### src/rtl/txuart_pkg.sv
// Constants shared by txuart, the message generators and the transmit arbiter.
package txuart_pkg;

  localparam int unsigned BYTE_W = 8;

  // 100 MHz system clock divided down to 115200 baud
  localparam int unsigned DEFAULT_BAUD_DIV = 868;

  typedef enum logic [0:0] {
    ST_IDLE = 1'b0,
    ST_OWN  = 1'b1
  } arb_state_e;

endpackage

### src/rtl/rr_pick.sv
// Round-robin priority encoder: first set request strictly after last_idx, wrapping at NUM_REQ.
module rr_pick #(
  parameter int unsigned NUM_REQ = 4,
  parameter int unsigned LGNUM   = 2
) (
  input  logic [NUM_REQ-1:0] req,
  input  logic [LGNUM-1:0]   last_idx,
  output logic [LGNUM-1:0]   pick_idx,
  output logic               pick_valid
);

  logic [LGNUM-1:0] cand;

  // Offset 1 first so the previous owner is considered last.
  always_comb begin
    pick_idx   = '0;
    pick_valid = 1'b0;
    cand       = '0;
    for (int unsigned i = 1; i <= NUM_REQ; i++) begin
      cand = LGNUM'((32'(last_idx) + i) % NUM_REQ);
      if (!pick_valid && req[cand]) begin
        pick_valid = 1'b1;
        pick_idx   = cand;
      end
    end
  end

endmodule

### src/rtl/txuart_arbiter.sv
// Packet-locked round-robin arbiter sharing one txuart between NUM_REQ message sources,
// with an idle timeout that forcibly releases a stalled owner.
module txuart_arbiter
  import txuart_pkg::*;
#(
  parameter int unsigned NUM_REQ = 4,
  parameter int unsigned LGNUM   = 2,
  parameter int unsigned TIMEOUT = 1024
) (
  input  logic                      i_clk,
  input  logic                      i_reset,
  input  logic [NUM_REQ-1:0]        i_req_stb,
  input  logic [BYTE_W*NUM_REQ-1:0] i_req_data,
  input  logic [NUM_REQ-1:0]        i_req_last,
  output logic [NUM_REQ-1:0]        o_req_busy,
  output logic                      o_tx_stb,
  output logic [BYTE_W-1:0]         o_tx_data,
  input  logic                      i_tx_busy,
  output logic [NUM_REQ-1:0]        o_grant,
  output logic                      o_timeout
);

  localparam int unsigned CNT_W = (TIMEOUT > 0) ? $clog2(TIMEOUT + 1) : 1;
  localparam logic [CNT_W-1:0] CNT_LAST = CNT_W'((TIMEOUT > 0) ? TIMEOUT - 1 : 0);

  arb_state_e         state_q, state_d;
  logic [LGNUM-1:0]   gnt_idx_q, gnt_idx_d;
  logic [LGNUM-1:0]   last_idx_q, last_idx_d;
  logic [NUM_REQ-1:0] grant_q, grant_d;
  logic [CNT_W-1:0]   cnt_q, cnt_d;
  logic               timeout_q, timeout_d;

  logic [LGNUM-1:0]   pick_idx;
  logic               pick_valid;
  logic               owner_stb;
  logic               owner_last;
  logic [BYTE_W-1:0]  owner_data;
  logic               xfer;
  logic               timeout_hit;

  rr_pick #(
    .NUM_REQ (NUM_REQ),
    .LGNUM   (LGNUM)
  ) u_rr_pick (
    .req        (i_req_stb),
    .last_idx   (last_idx_q),
    .pick_idx   (pick_idx),
    .pick_valid (pick_valid)
  );

  assign owner_stb  = i_req_stb[gnt_idx_q];
  assign owner_last = i_req_last[gnt_idx_q];
  assign owner_data = i_req_data[BYTE_W * 32'(gnt_idx_q) +: BYTE_W];

  assign o_grant   = grant_q;
  assign o_timeout = timeout_q;

  always_comb begin
    state_d     = state_q;
    gnt_idx_d   = gnt_idx_q;
    last_idx_d  = last_idx_q;
    grant_d     = grant_q;
    cnt_d       = cnt_q;
    timeout_d   = 1'b0;
    o_tx_stb    = 1'b0;
    o_tx_data   = '0;
    o_req_busy  = '1;
    xfer        = 1'b0;
    timeout_hit = 1'b0;

    unique case (state_q)
      ST_IDLE: begin
        cnt_d = '0;
        if (pick_valid) begin
          state_d   = ST_OWN;
          gnt_idx_d = pick_idx;
          grant_d   = NUM_REQ'(1) << pick_idx;
        end
      end

      ST_OWN: begin
        o_tx_stb              = owner_stb;
        o_tx_data             = owner_data;
        o_req_busy[gnt_idx_q] = i_tx_busy;
        xfer                  = owner_stb && !i_tx_busy;

        // Only an absent owner strobe counts as idle; txuart backpressure does not.
        if (owner_stb) begin
          cnt_d = '0;
        end else if (cnt_q != '1) begin
          cnt_d = cnt_q + 1'b1;
        end
        timeout_hit = (TIMEOUT != 0) && !owner_stb && (cnt_q == CNT_LAST);

        if ((xfer && owner_last) || timeout_hit) begin
          state_d    = ST_IDLE;
          grant_d    = '0;
          last_idx_d = gnt_idx_q;
          cnt_d      = '0;
          timeout_d  = timeout_hit;
        end
      end

      default: state_d = ST_IDLE;
    endcase
  end

  always_ff @(posedge i_clk or posedge i_reset) begin
    if (i_reset) begin
      state_q    <= ST_IDLE;
      gnt_idx_q  <= '0;
      last_idx_q <= LGNUM'(NUM_REQ - 1);
      grant_q    <= '0;
      cnt_q      <= '0;
      timeout_q  <= 1'b0;
    end else begin
      state_q    <= state_d;
      gnt_idx_q  <= gnt_idx_d;
      last_idx_q <= last_idx_d;
      grant_q    <= grant_d;
      cnt_q      <= cnt_d;
      timeout_q  <= timeout_d;
    end
  end

endmodule

### config.mk
export PLATFORM = sky130hd
export DESIGN_NAME = txuart_arbiter
export DESIGN_NICKNAME = d
export VERILOG_FILES = /design/src/rtl/txuart_pkg.sv /design/src/rtl/rr_pick.sv /design/src/rtl/txuart_arbiter.sv
export SDC_FILE = /design/constraint.sdc
export NUM_CORES = 1
export LEC_CHECK = 0
export ABC_AREA = 1
export BUFFER_PORTS_ARGS = -buffer_cell sky130_fd_sc_hd__buf_2
export CORE_MARGIN = 5
export CORE_UTILIZATION = 51
export DETAILED_ROUTE_END_ITERATION = 12
export HOLD_SLACK_MARGIN = 0.05
export PLACE_DENSITY_LB_ADDON = 0.05
export SLEW_MARGIN = 20
export SYNTH_ARGS = -nofsm -noshare
export SYNTH_HDL_FRONTEND = slang
export SYNTH_HIERARCHICAL = 1
export SYNTH_SLANG_ARGS = --single-unit
### constraint.sdc
create_clock -name i_clk -period 2.3 [get_ports i_clk]
set_input_delay 0.345 -clock i_clk [delete_from_list [all_inputs] [get_ports i_clk]]
set_output_delay 0.345 -clock i_clk [all_outputs]
set_load 0.005 [all_outputs]
==> run summary <==
EDFF count, synth: 0
Switch Pwr: 1.21 mW
CTS Root Cell: clkbuf_4
Worst-path clk slew: 0.12 ns
Critical path class: reg -> out
Fmax: 493 MHz
Power per cell area: 1050 nW/um^2
Via Count: 1,880
CTS Sinks: 21
CP Cell Sequence: nor2_2 -> a22oi_1 -> a31oi_1 -> buf_2
Largest family of logic cells by synthesized area: simple AND/OR/NAND/NOR gates
Unrepaired setup endpoints after global routing: false
I/O Buffers: 60
Ys Warns: 6
Layout cells sized above 1: 36.4%
Die H: 69.9 um
Setup crit end kind: output port
Synth Area in Simple Gates: 52.0%
Fin Setup TNS: 0 ns
Setup Skew: 0.00556 ns
Internal: 1.10 mW
CTS tree: built
Slew of the pin with the lowest slew margin: 0.816 ns
H-tree levels: 1
Status: complete, no violations
Full die area: 4880 um^2
Synth cell types: 33
Grt ovf: 0
Initial antenna violation count: 0
Max rail drop VDD: 614 uV
Slowest cell on the critical path: dfrtp_1
Clock Latency Late Sink: 0.31 ns
Drt wl/cell: 12.6 um
Worst path arrival time: 1.68 ns
Required time of the critical path: 1.96 ns
Core area: 3390 um^2
CP max FO: 10
I/O pin count: 61
CTS Buffer Depth: 2
Clk network pwr share: 7.9%
Placed Area: 2170 um^2
Effective utilization at floorplan: 53.9%
DRT Pass-1 Iters: 4
WL final: 4.55 mm
Mean Syn Cell Area: 7.22 um^2
Sequential area share after synthesis: 28.9%
# Max-Cap Violations: 0
Yosys top cell area share: 26.0%
Compound-Gate Fraction of Synth Area: 10.3%
Synth Area in XOR/XNOR: 1.44%
Combinational power share: 68.3%
Leading cell type in the layout, fill and taps excluded: nand2_1
Net switching fraction of the power: 52.4%
Vias per cell: 5.19
Post-synthesis mux area share: 0%
Final worst path period need: 2.03 ns
CP Depth: 4
P&R area growth vs syn: 20.8%
Design Power: 2.31 mW
First-pass GRT wire length: 7.77 mm
Fraction of registers with async set/reset: 100%
Final Util: 65.1%
Worst reg2reg path depth: 10
Pre-CTS WS: 0.397 ns
Synth Flop Type: dfrtp_1
Post-synthesis cell count: 253
Largest net degree at the start of global routing: 22
Crit start category: flop
Commonest non-fill, non-tap cells in the layout: nand2_1, buf_2, nand3_1
Share of power burned in registers: 23.8%
# Post-CTS Setup Buffers: 0
Crit path max-delay family: flip-flops
GP Congestion: 0.880
Final Net Count: 361
Final hold vios: 0
Leakage: 1.13 nW
Adder-cell share of the synthesized area: 0.685%
Vias in the first global route: 1,742
Final setup viols: 0
Die X: 69.9 um
Slew headroom: 45.6%
Area leader, netlist: dfrtp_1
Top post-synthesis cells by area: dfrtp_1, nand2_1, nand2_4
Row count: 21
Buf/Inv on CP: 1
Dpl hpwl: 3.60 mm
Post-route DRC: 0
Max stage delay on crit path: 0.57 ns
Final Cycle Share: 88.2%
Worst Setup Slack, final: 0.271 ns
Slew Viols, Final: 0
Post-route ant nets: 0
Number of synthesized register bits: 21
Post-route design area: 2210 um^2
Syn_nets: 297
DRT iter0 DRCs: 78
HP Class: in -> async
Cell area after synthesis: 1830 um^2
N_diodes: 0
CTS buffer count: 3
GRT Overall Usage: 18.8%
-- layer usage --
metal,share of wire [%],wire length (um),GRT usage (%)
met2,46,2090,30.4
met1,45,2070,25.2
met4,0.44,20,4.68
met5,0,0,0
met3,8.1,368,4.73
-- power groups by stage --
stage	sequential (mW)	clock (mW)	combinational [mW]
after floorplan	0.513	0	1.24
after global placement	0.555	0	1.57
after detailed placement	0.556	0	1.58
after CTS	0.548	0.195	1.59
after global routing	0.565	0.209	1.75
final	0.550	0.182	1.58
-- per-stage QoR --
stage          instances  hold slack (ns)
2_1_floorplan        253            0.320
3_3_place_gp         358            0.483
3_5_place_dp         358            0.487
4_1_cts              362            0.168
5_1_grt              362            0.216
6_report             362            0.170
-- final timing paths --
path                          startpoint           end  slack, ns
max                         gnt_idx_q[1]  o_tx_data[0]       0.27
min                              i_reset      cnt_q[0]       0.17
max reg2reg                last_idx_q[0]  gnt_idx_q[1]       0.35
min reg2reg                   o_grant[1]    o_grant[1]       0.52
max in group asynchronous        i_reset  gnt_idx_q[1]       1.62
min in group i_clk          i_req_stb[0]      cnt_q[0]       0.51
-- area by class of cell --
cell class / count / area, um^2
Clock inverter: 1 / 7.51
Inverter: 21 / 88.8
Fill cell: 302 / 1180
Sequential cell: 21 / 528
Tap cell: 46 / 57.6
Multi-Input combinational cell: 207 / 1180
Timing Repair Buffer: 63 / 323
Clock buffer: 3 / 22.5
-- registers in the layout (all words and copies together), names as in the netlist --
signal / cells
cnt_q: 11
o_grant: 4
gnt_idx_q: 2
last_idx_q: 2
o_timeout: 1
state_q: 1
-- logic make-up (layout without fill, tap and decap cells) --
kind of cell	count (synthesis)	in the layout
flip-flops	21	21
AND/OR/NAND/NOR	174	174
buffers and inverters	25	88
XOR/XNOR	3	3
AO/OA/AOI/OAI	29	29
adder cells (fa/ha/maj)	1	1
-- worst register-to-register path, stage by stage (launching register included) --
cell and delay [ns]:
dfstp_2 0.55, inv_1 0.12, nand2_1 0.11, nand2_1 0.09
nand2_1 0.13, nand2_4 0.08, nor2_8 0.13, nand4_1 0.19
nand2_1 0.31, nand2_1 0.09, o21ai_0 0.09
-- cell usage after synthesis, types with 3 or more instances --
cell type  count
nand2_1       83
nand3_1       22
dfrtp_1       19
nor2_1        19
inv_1         13
nand2_4       10
nor2_2        10
nand4_1        9
a22oi_1        8
a31oi_1        8
nand2_2        7
o21ai_0        5
a21oi_1        4
nor2_8         4
clkinv_1       3
inv_2          3
-- what timing repair did --
action | CTS | global route
endpoints found under the setup margin | 0 | 8
resized for setup | 0 | 1
hold buffers | 0 | 0
Power figures use the tool's default switching activity.
